File: config.mk
export PLATFORM = sky130hd
export DESIGN_NAME = serial_twos_complementer_n
export DESIGN_NICKNAME = d
export VERILOG_FILES = /design/src/rtl/serial_twos_complementer_n.sv
export SDC_FILE = /design/constraint.sdc
export NUM_CORES = 1
export LEC_CHECK = 0
export CAP_MARGIN = 10
export CORE_MARGIN = 2
export CORE_UTILIZATION = 30
export CTS_CLUSTER_SIZE = 16
export DETAILED_ROUTE_END_ITERATION = 10
export GPL_ROUTABILITY_DRIVEN = 0
export PLACE_DENSITY = 0.62
export SYNTH_ARGS = -nofsm -noshare
export SYNTH_HDL_FRONTEND = slang
export SYNTH_SLANG_ARGS = --single-unit
File: constraint.sdc
create_clock -name Clock -period 2.9 [get_ports Clock]
set_input_delay 0.435 -clock Clock [delete_from_list [all_inputs] [get_ports Clock]]
set_output_delay 0.435 -clock Clock [all_outputs]
set_load 0.01 [all_outputs]
File: src/rtl/serial_twos_complementer_n.sv
// -----------------------------------------------------------------------------
// serial_twos_complementer_n
//
// Loads a parallel WIDTH-bit word and shifts it out LSB first, one bit per
// enabled clock edge. In complement mode (mode=1) the emitted stream is the
// two's complement of the word, using "copy through the first 1, invert the
// rest". In pass mode (mode=0) the word is emitted unchanged. The emitted
// stream is also collected into a parallel result. The block flags the
// most-negative input value, whose complement is itself.
//
// State table:
//   state | meaning
//   IDLE  | no conversion loaded
//   SHIFT | bits remain to be emitted
//   DONE  | all WIDTH bits emitted; outputs hold until the next load
//
// Ports:
//   Clock         in   1      rising-edge clock
//   reset_b       in   1      asynchronous active-low reset
//   data          in   WIDTH  parallel word, sampled when load=1
//   load          in   1      capture data/mode and start (also aborts a run)
//   mode          in   1      1 = two's complement, 0 = pass-through
//   shift_control in   1      shift enable while in SHIFT
//   y             out  1      registered serial output bit
//   y_valid       out  1      one-cycle pulse per newly emitted bit
//   busy          out  1      high in SHIFT
//   done          out  1      high in DONE
//   result        out  WIDTH  parallel copy of the emitted stream
//   overflow      out  1      complement of the most-negative value
// -----------------------------------------------------------------------------
module serial_twos_complementer_n #(
    parameter  int WIDTH = 8,
    localparam int CW    = $clog2(WIDTH + 1)
) (
    input  logic             Clock,
    input  logic             reset_b,
    input  logic [WIDTH-1:0] data,
    input  logic             load,
    input  logic             mode,
    input  logic             shift_control,
    output logic             y,
    output logic             y_valid,
    output logic             busy,
    output logic             done,
    output logic [WIDTH-1:0] result,
    output logic             overflow
);

    typedef enum logic [1:0] {
        IDLE  = 2'd0,
        SHIFT = 2'd1,
        DONE  = 2'd2
    } state_t;

    state_t           state_q;
    logic [WIDTH-1:0] sreg_q;
    logic [WIDTH-1:0] result_q;
    logic [CW-1:0]    cnt_q;
    logic             seen_one_q;
    logic             mode_q;
    logic             y_q;
    logic             y_valid_q;
    logic             overflow_q;

    logic             bit_d;
    logic             out_bit_d;
    logic             last_d;

    assign bit_d     = sreg_q[0];
    // Once a 1 has gone out, every later bit is inverted in complement mode.
    assign out_bit_d = (mode_q & seen_one_q) ? ~bit_d : bit_d;
    assign last_d    = (cnt_q == CW'(WIDTH - 1));

    always_ff @(posedge Clock or negedge reset_b) begin
        if (!reset_b) begin
            state_q    <= IDLE;
            sreg_q     <= '0;
            result_q   <= '0;
            cnt_q      <= '0;
            seen_one_q <= 1'b0;
            mode_q     <= 1'b0;
            y_q        <= 1'b0;
            y_valid_q  <= 1'b0;
            overflow_q <= 1'b0;
        end else begin
            y_valid_q <= 1'b0;
            if (load) begin
                // Load wins over shifting on the same edge; no bit goes out.
                state_q    <= SHIFT;
                sreg_q     <= data;
                mode_q     <= mode;
                cnt_q      <= '0;
                seen_one_q <= 1'b0;
                result_q   <= '0;
                overflow_q <= 1'b0;
            end else begin
                case (state_q)
                    SHIFT: begin
                        if (shift_control) begin
                            y_q        <= out_bit_d;
                            y_valid_q  <= 1'b1;
                            sreg_q     <= sreg_q >> 1;
                            result_q   <= {out_bit_d, result_q[WIDTH-1:1]};
                            seen_one_q <= seen_one_q | bit_d;
                            cnt_q      <= cnt_q + CW'(1);
                            if (last_d) begin
                                state_q    <= DONE;
                                // No earlier 1 and the MSB is 1: the word is
                                // 100..0, which complements to itself.
                                overflow_q <= mode_q & bit_d & ~seen_one_q;
                            end
                        end
                    end
                    default: ;
                endcase
            end
        end
    end

    assign y        = y_q;
    assign y_valid  = y_valid_q;
    assign busy     = (state_q == SHIFT);
    assign done     = (state_q == DONE);
    assign result   = result_q;
    assign overflow = overflow_q;

endmodule

### After elaboration in Yosys (flattened, before gate mapping)

Cells that the tools add are included.

| word-level totals | value |
|---|---|
| register bits | 27 |
| input port bits | 13 |
| output and inout bits | 13 |
| logic and storage cells | 50 |

| operators by class | value |
|---|---|
| add/subtract/negate cells | 1 |
| equal/unequal tests | 3 |
| muxes and demuxes | 24 |
| bitwise gates (word level) | 7 |
| reductions and logical operators | 6 |

Operator list:

| operator | count |
|---|---|
| 8-bit two-way mux | 6 |
| 4-bit two-way mux | 3 |
| 1-bit two-way mux | 11 |
| 2-bit two-way mux | 4 |
| 3-bit AND reduction | 2 |
| 2-bit nonzero test | 3 |
| 4-bit by 1-bit adder with 4-bit output, second input constant | 1 |
| 4-bit by 3-bit == test with 1-bit output, second input constant | 1 |
| 1-bit bitwise AND | 3 |
| 1-bit inverter | 3 |
| 2-bit by 1-bit == test with 1-bit output, second input constant | 1 |
| 2-bit == test, second input constant | 1 |
| 2-bit AND reduction | 1 |
| 1-bit OR | 1 |

### Depth between registers and ports, before layout

| logic depth | value |
|---|---|
| word-level depth | 6 |
| mapped depth | 5 |
| gate-level depth less buffers | 4 |

### Worst setup path after synthesis

No wires, ideal clock.

| path | value |
|---|---|
| kind | reg2reg |
| start | register cnt_q[0] |
| end | register cnt_q[2] |
| setup time | 0.078 ns |
| arrival time | 1.101 ns |
| data required time | 2.822 ns |
| slack | 1.720 ns |
| stages on the path, launching flop included | 5 |
| buffers on the path | 0 |
| clock period less this slack | 1.180 ns |
| cell sequence | dfrtp_1 -> ha_1 -> inv_1 -> or3_1 -> a21oi_1 |

| between the ends | value |
|---|---|
| longest elaborated chain between the ends | 4 |

Ends and longest elaborated chain:

| what | line | RTL |
|---|---|---|
| start: declaration | 58 | `logic [CW-1:0] cnt_q;` |
| start signal: assignment | 105 | `cnt_q <= cnt_q + CW'(1);` |
| 4-bit by 1-bit adder with 4-bit output | 105 |  |
| 4-bit two-way mux | 99 | `if (shift_control) begin` |
| 4-bit two-way mux | 97 | `case (state_q)` |
| 4-bit two-way mux | 87 | `if (load) begin` |

Every way passes these cells. The select of a mux whose other input is x is not followed.
A chain may end at the register's enable or synchronous reset.

### Worst setup path in the final report

| path | value |
|---|---|
| start | register state_q[0] |
| end | output busy |

| between the ends | value |
|---|---|
| longest elaborated chain between the ends | 1 |

Ends and longest elaborated chain:

| what | line | RTL |
|---|---|---|
| start: declaration | 55 | `state_t state_q;` |
| start signal: assignment | 76 | `state_q <= IDLE;` |
| start signal: assignment | 89 | `state_q <= SHIFT;` |
| start signal: assignment | 107 | `state_q <= DONE;` |
| 2-bit by 1-bit == test with 1-bit output | 122 | `assign busy = (state_q == SHIFT);` |
| end: declaration | 43 | `output logic busy,` |

Every way passes these cells.

==> results_dict.tcl <==
set metrics [dict create \
    status "finished, final reports clean" \
    path_cells "nor2b_1 -> clkdlybuf4s50_1" \
    power.density_mw_per_mm2 471 \
    cts_tree "yes" \
    timing.rr.start "state_q[0]" \
    fin_nets 155 \
    fp.dieH_um 67.1 \
    grt_pass1_vias 858 \
    yosysWarnings 0 \
    post-route-drc-count 0 \
    path_clk_slew_ns 0.09 \
    critPathMaxFanout 5 \
    dieArea_mm2 0.00450 \
    grt_pass1_wl_um 3660 \
    routed_wl_um 2140 \
    synthToLayoutAreaGrowth_pct 28.1 \
    die_w_um 67.1 \
    setup_tns_ns 0 \
    synth_cells 115 \
    grt_max_degree 28 \
    finalClockSkew_ns 0.00730 \
    setup_viol 0 \
    yosysTopAreaCell "dfrtp_1" \
    start_util_pct 31.9 \
    portBuffers 25 \
    netlist.area_leader.share_pct 56.6 \
    multi_input_area_um2 467 \
    grt-ovfl-total 0 \
    finalPower_w 0.000720 \
    clock_path_buffers 2 \
    cap_violations 0 \
    cp-start-kind "flop" \
    h-tree-depth 1 \
    cp.required_ns 2.47 \
    crit_path_start "state_q[0]" \
    synth_cell_types 26 \
    antenna_found_initial 0 \
    rows 22 \
    cp-endpoint "busy" \
    insertion_delay_ns 0.28 \
    utilization_pct 40.8 \
    nFillCells 379 \
    synth_edf_count 0 \
    fin_crit_sh_pct 63.6 \
    fin_cells 188 \
    synth.avg_cell_area_um2 10.4 \
    boundaryPins 26 \
    slew_headroom_pct 60.5 \
    root_buffer "clkbuf_8" \
    vias 860 \
    final_antenna_net_count 0 \
    drtPass1Iterations 4 \
    place_inst 184 \
    regToRegSetupSlack_ns 1.38 \
    synth_common_cells "dfrtp_1, nand2_1, a21oi_1" \
    viasPerCell 4.57 \
    wl_per_cell_um 11.4 \
    clock_sinks 27 \
    hold_viol_final 0 \
    cp_slowest_stage_delay_ns 0.54 \
    tightest_slew_ns 0.592 \
    slowest_stage "clkdlybuf4s50_1" \
    dpl.hpwl_um 1500 \
    grt.total_usage_pct 10.7 \
    rsz0062_at_grt "no" \
    synth-async-reset-ratio_pct 100 \
    core_mm2 0.00374 \
    hold_path.class "primary input to async pin" \
    ys_seq_area_share_pct 56.6 \
    antenna_cells 0 \
    synth_seq_cells 27 \
    cts_buffers 3 \
    drive_gt1_share_pct 7.14 \
    worst_hold_slack_ns 0.513 \
    seqCellArea_um2 676 \
    max_freq_mhz 542 \
    r2r-end "state_q[0]" \
    syn_area_mm2 0.00119 \
    ys.flop_type "dfrtp_1" \
    hold_buffers 0 \
    ctsResizeCount 0 \
    worst-r2r-cell-count 3 \
    yosysMostFrequentCell "dfrtp_1" \
    synth.area.top_cells "dfrtp_1, nand2_1, mux2i_1" \
    p_leak_nw 0.690 \
    post_cts_buffers 0 \
    min_period_ns 1.84 \
    crit_arrival_ns 1.41 \
    critPathKind "flop to output pin" \
    peakVddDrop_uv 207 \
    synth_nets 129 \
    cp-end-kind "output pin" \
    report.final.slew_viol_count 0 \
    dr.first_iter.drc_count 23 \
]
metal layers:
metal	up-vias	share of wire, %	routed length (um)	track usage [%]
li1	431	-	-	-
met1	404	43	927	12.7
met2	22	50	1080	18.8
met3	3	4.9	105	2.20
met4	0	1.2	26	3.83
met5	-	0	0	0
cell families after synthesis:
logic type	synth area share, %
flip-flops	56.6
AO/OA/AOI/OAI	11.5
adder cells (fa/ha/maj)	1.05
AND/OR/NAND/NOR	17.4
multiplexers	7.65
XOR/XNOR	1.47
buffers and inverters	4.30
registers in the layout, indices dropped and copies added, names as in the netlist:
name,cells
y,1
result,8
seen_one_q,1
overflow,1
sreg_q,8
y_valid,1
mode_q,1
state_q,2
cnt_q,4
how the worst min path moves through the flow:
stage | slack (ns) | start | end | cells after the start
2_1_floorplan | 0.14 | reset_b | cnt_q[0] | 0
3_3_place_gp | 0.51 | seen_one_q | seen_one_q | 2
3_5_place_dp | 0.51 | seen_one_q | seen_one_q | 2
4_1_cts | 0.53 | reset_b | sreg_q[7] | 2
5_1_grt | 0.54 | reset_b | sreg_q[7] | 2
6_report | 0.51 | reset_b | sreg_q[7] | 2
critical path: cells and delay by family (launching register included):
family,cells,cell delay [ns]
DFF,1,0.45
and+or+nand+nor,1,0.15
buffers and inverters,1,0.54
where the power goes:
group	switching (W)	total (W)	internal, W
logic	0.0000447	0.0000919	0.0000472
clock network	0.000117	0.000214	0.0000964
registers	0.0000159	0.000414	0.000399
total	0.000178	0.000720	0.000542
through the flow:
| step | cell area (um^2) | setup slack, ns |
|---|---|---|
| global route | 1530 | 1.00 |
| detailed placement | 1480 | 0.846 |
| global placement | 1480 | 0.882 |
| CTS | 1530 | 1.05 |
| floorplan | 1190 | 1.72 |
| finish | 1530 | 1.06 |
area by class of cell:
class | instances | share of cell area (%)
clock buffer | 3 | 2.70
clock inverter | 1 | 0.327
inverter | 2 | 0.491
multi-input combinational | 79 | 30.5
sequential | 27 | 44.2
tap | 48 | 3.93
timing repair buffer | 28 | 17.8
cell usage in the layout (no fill, tap or decap), types with 2 or more instances in the layout:
cell type,synthesis,final
o21ai_0,10,10
nor2_1,6,6
a21oi_1,12,12
clkbuf_8,0,3
inv_1,2,2
nand3_1,2,2
nand2_1,26,26
buf_4,0,3
mux2i_1,8,8
clkdlybuf4s50_1,0,25
dfrtp_1,27,27
or3_1,2,2
Power figures use the tool's default switching activity.
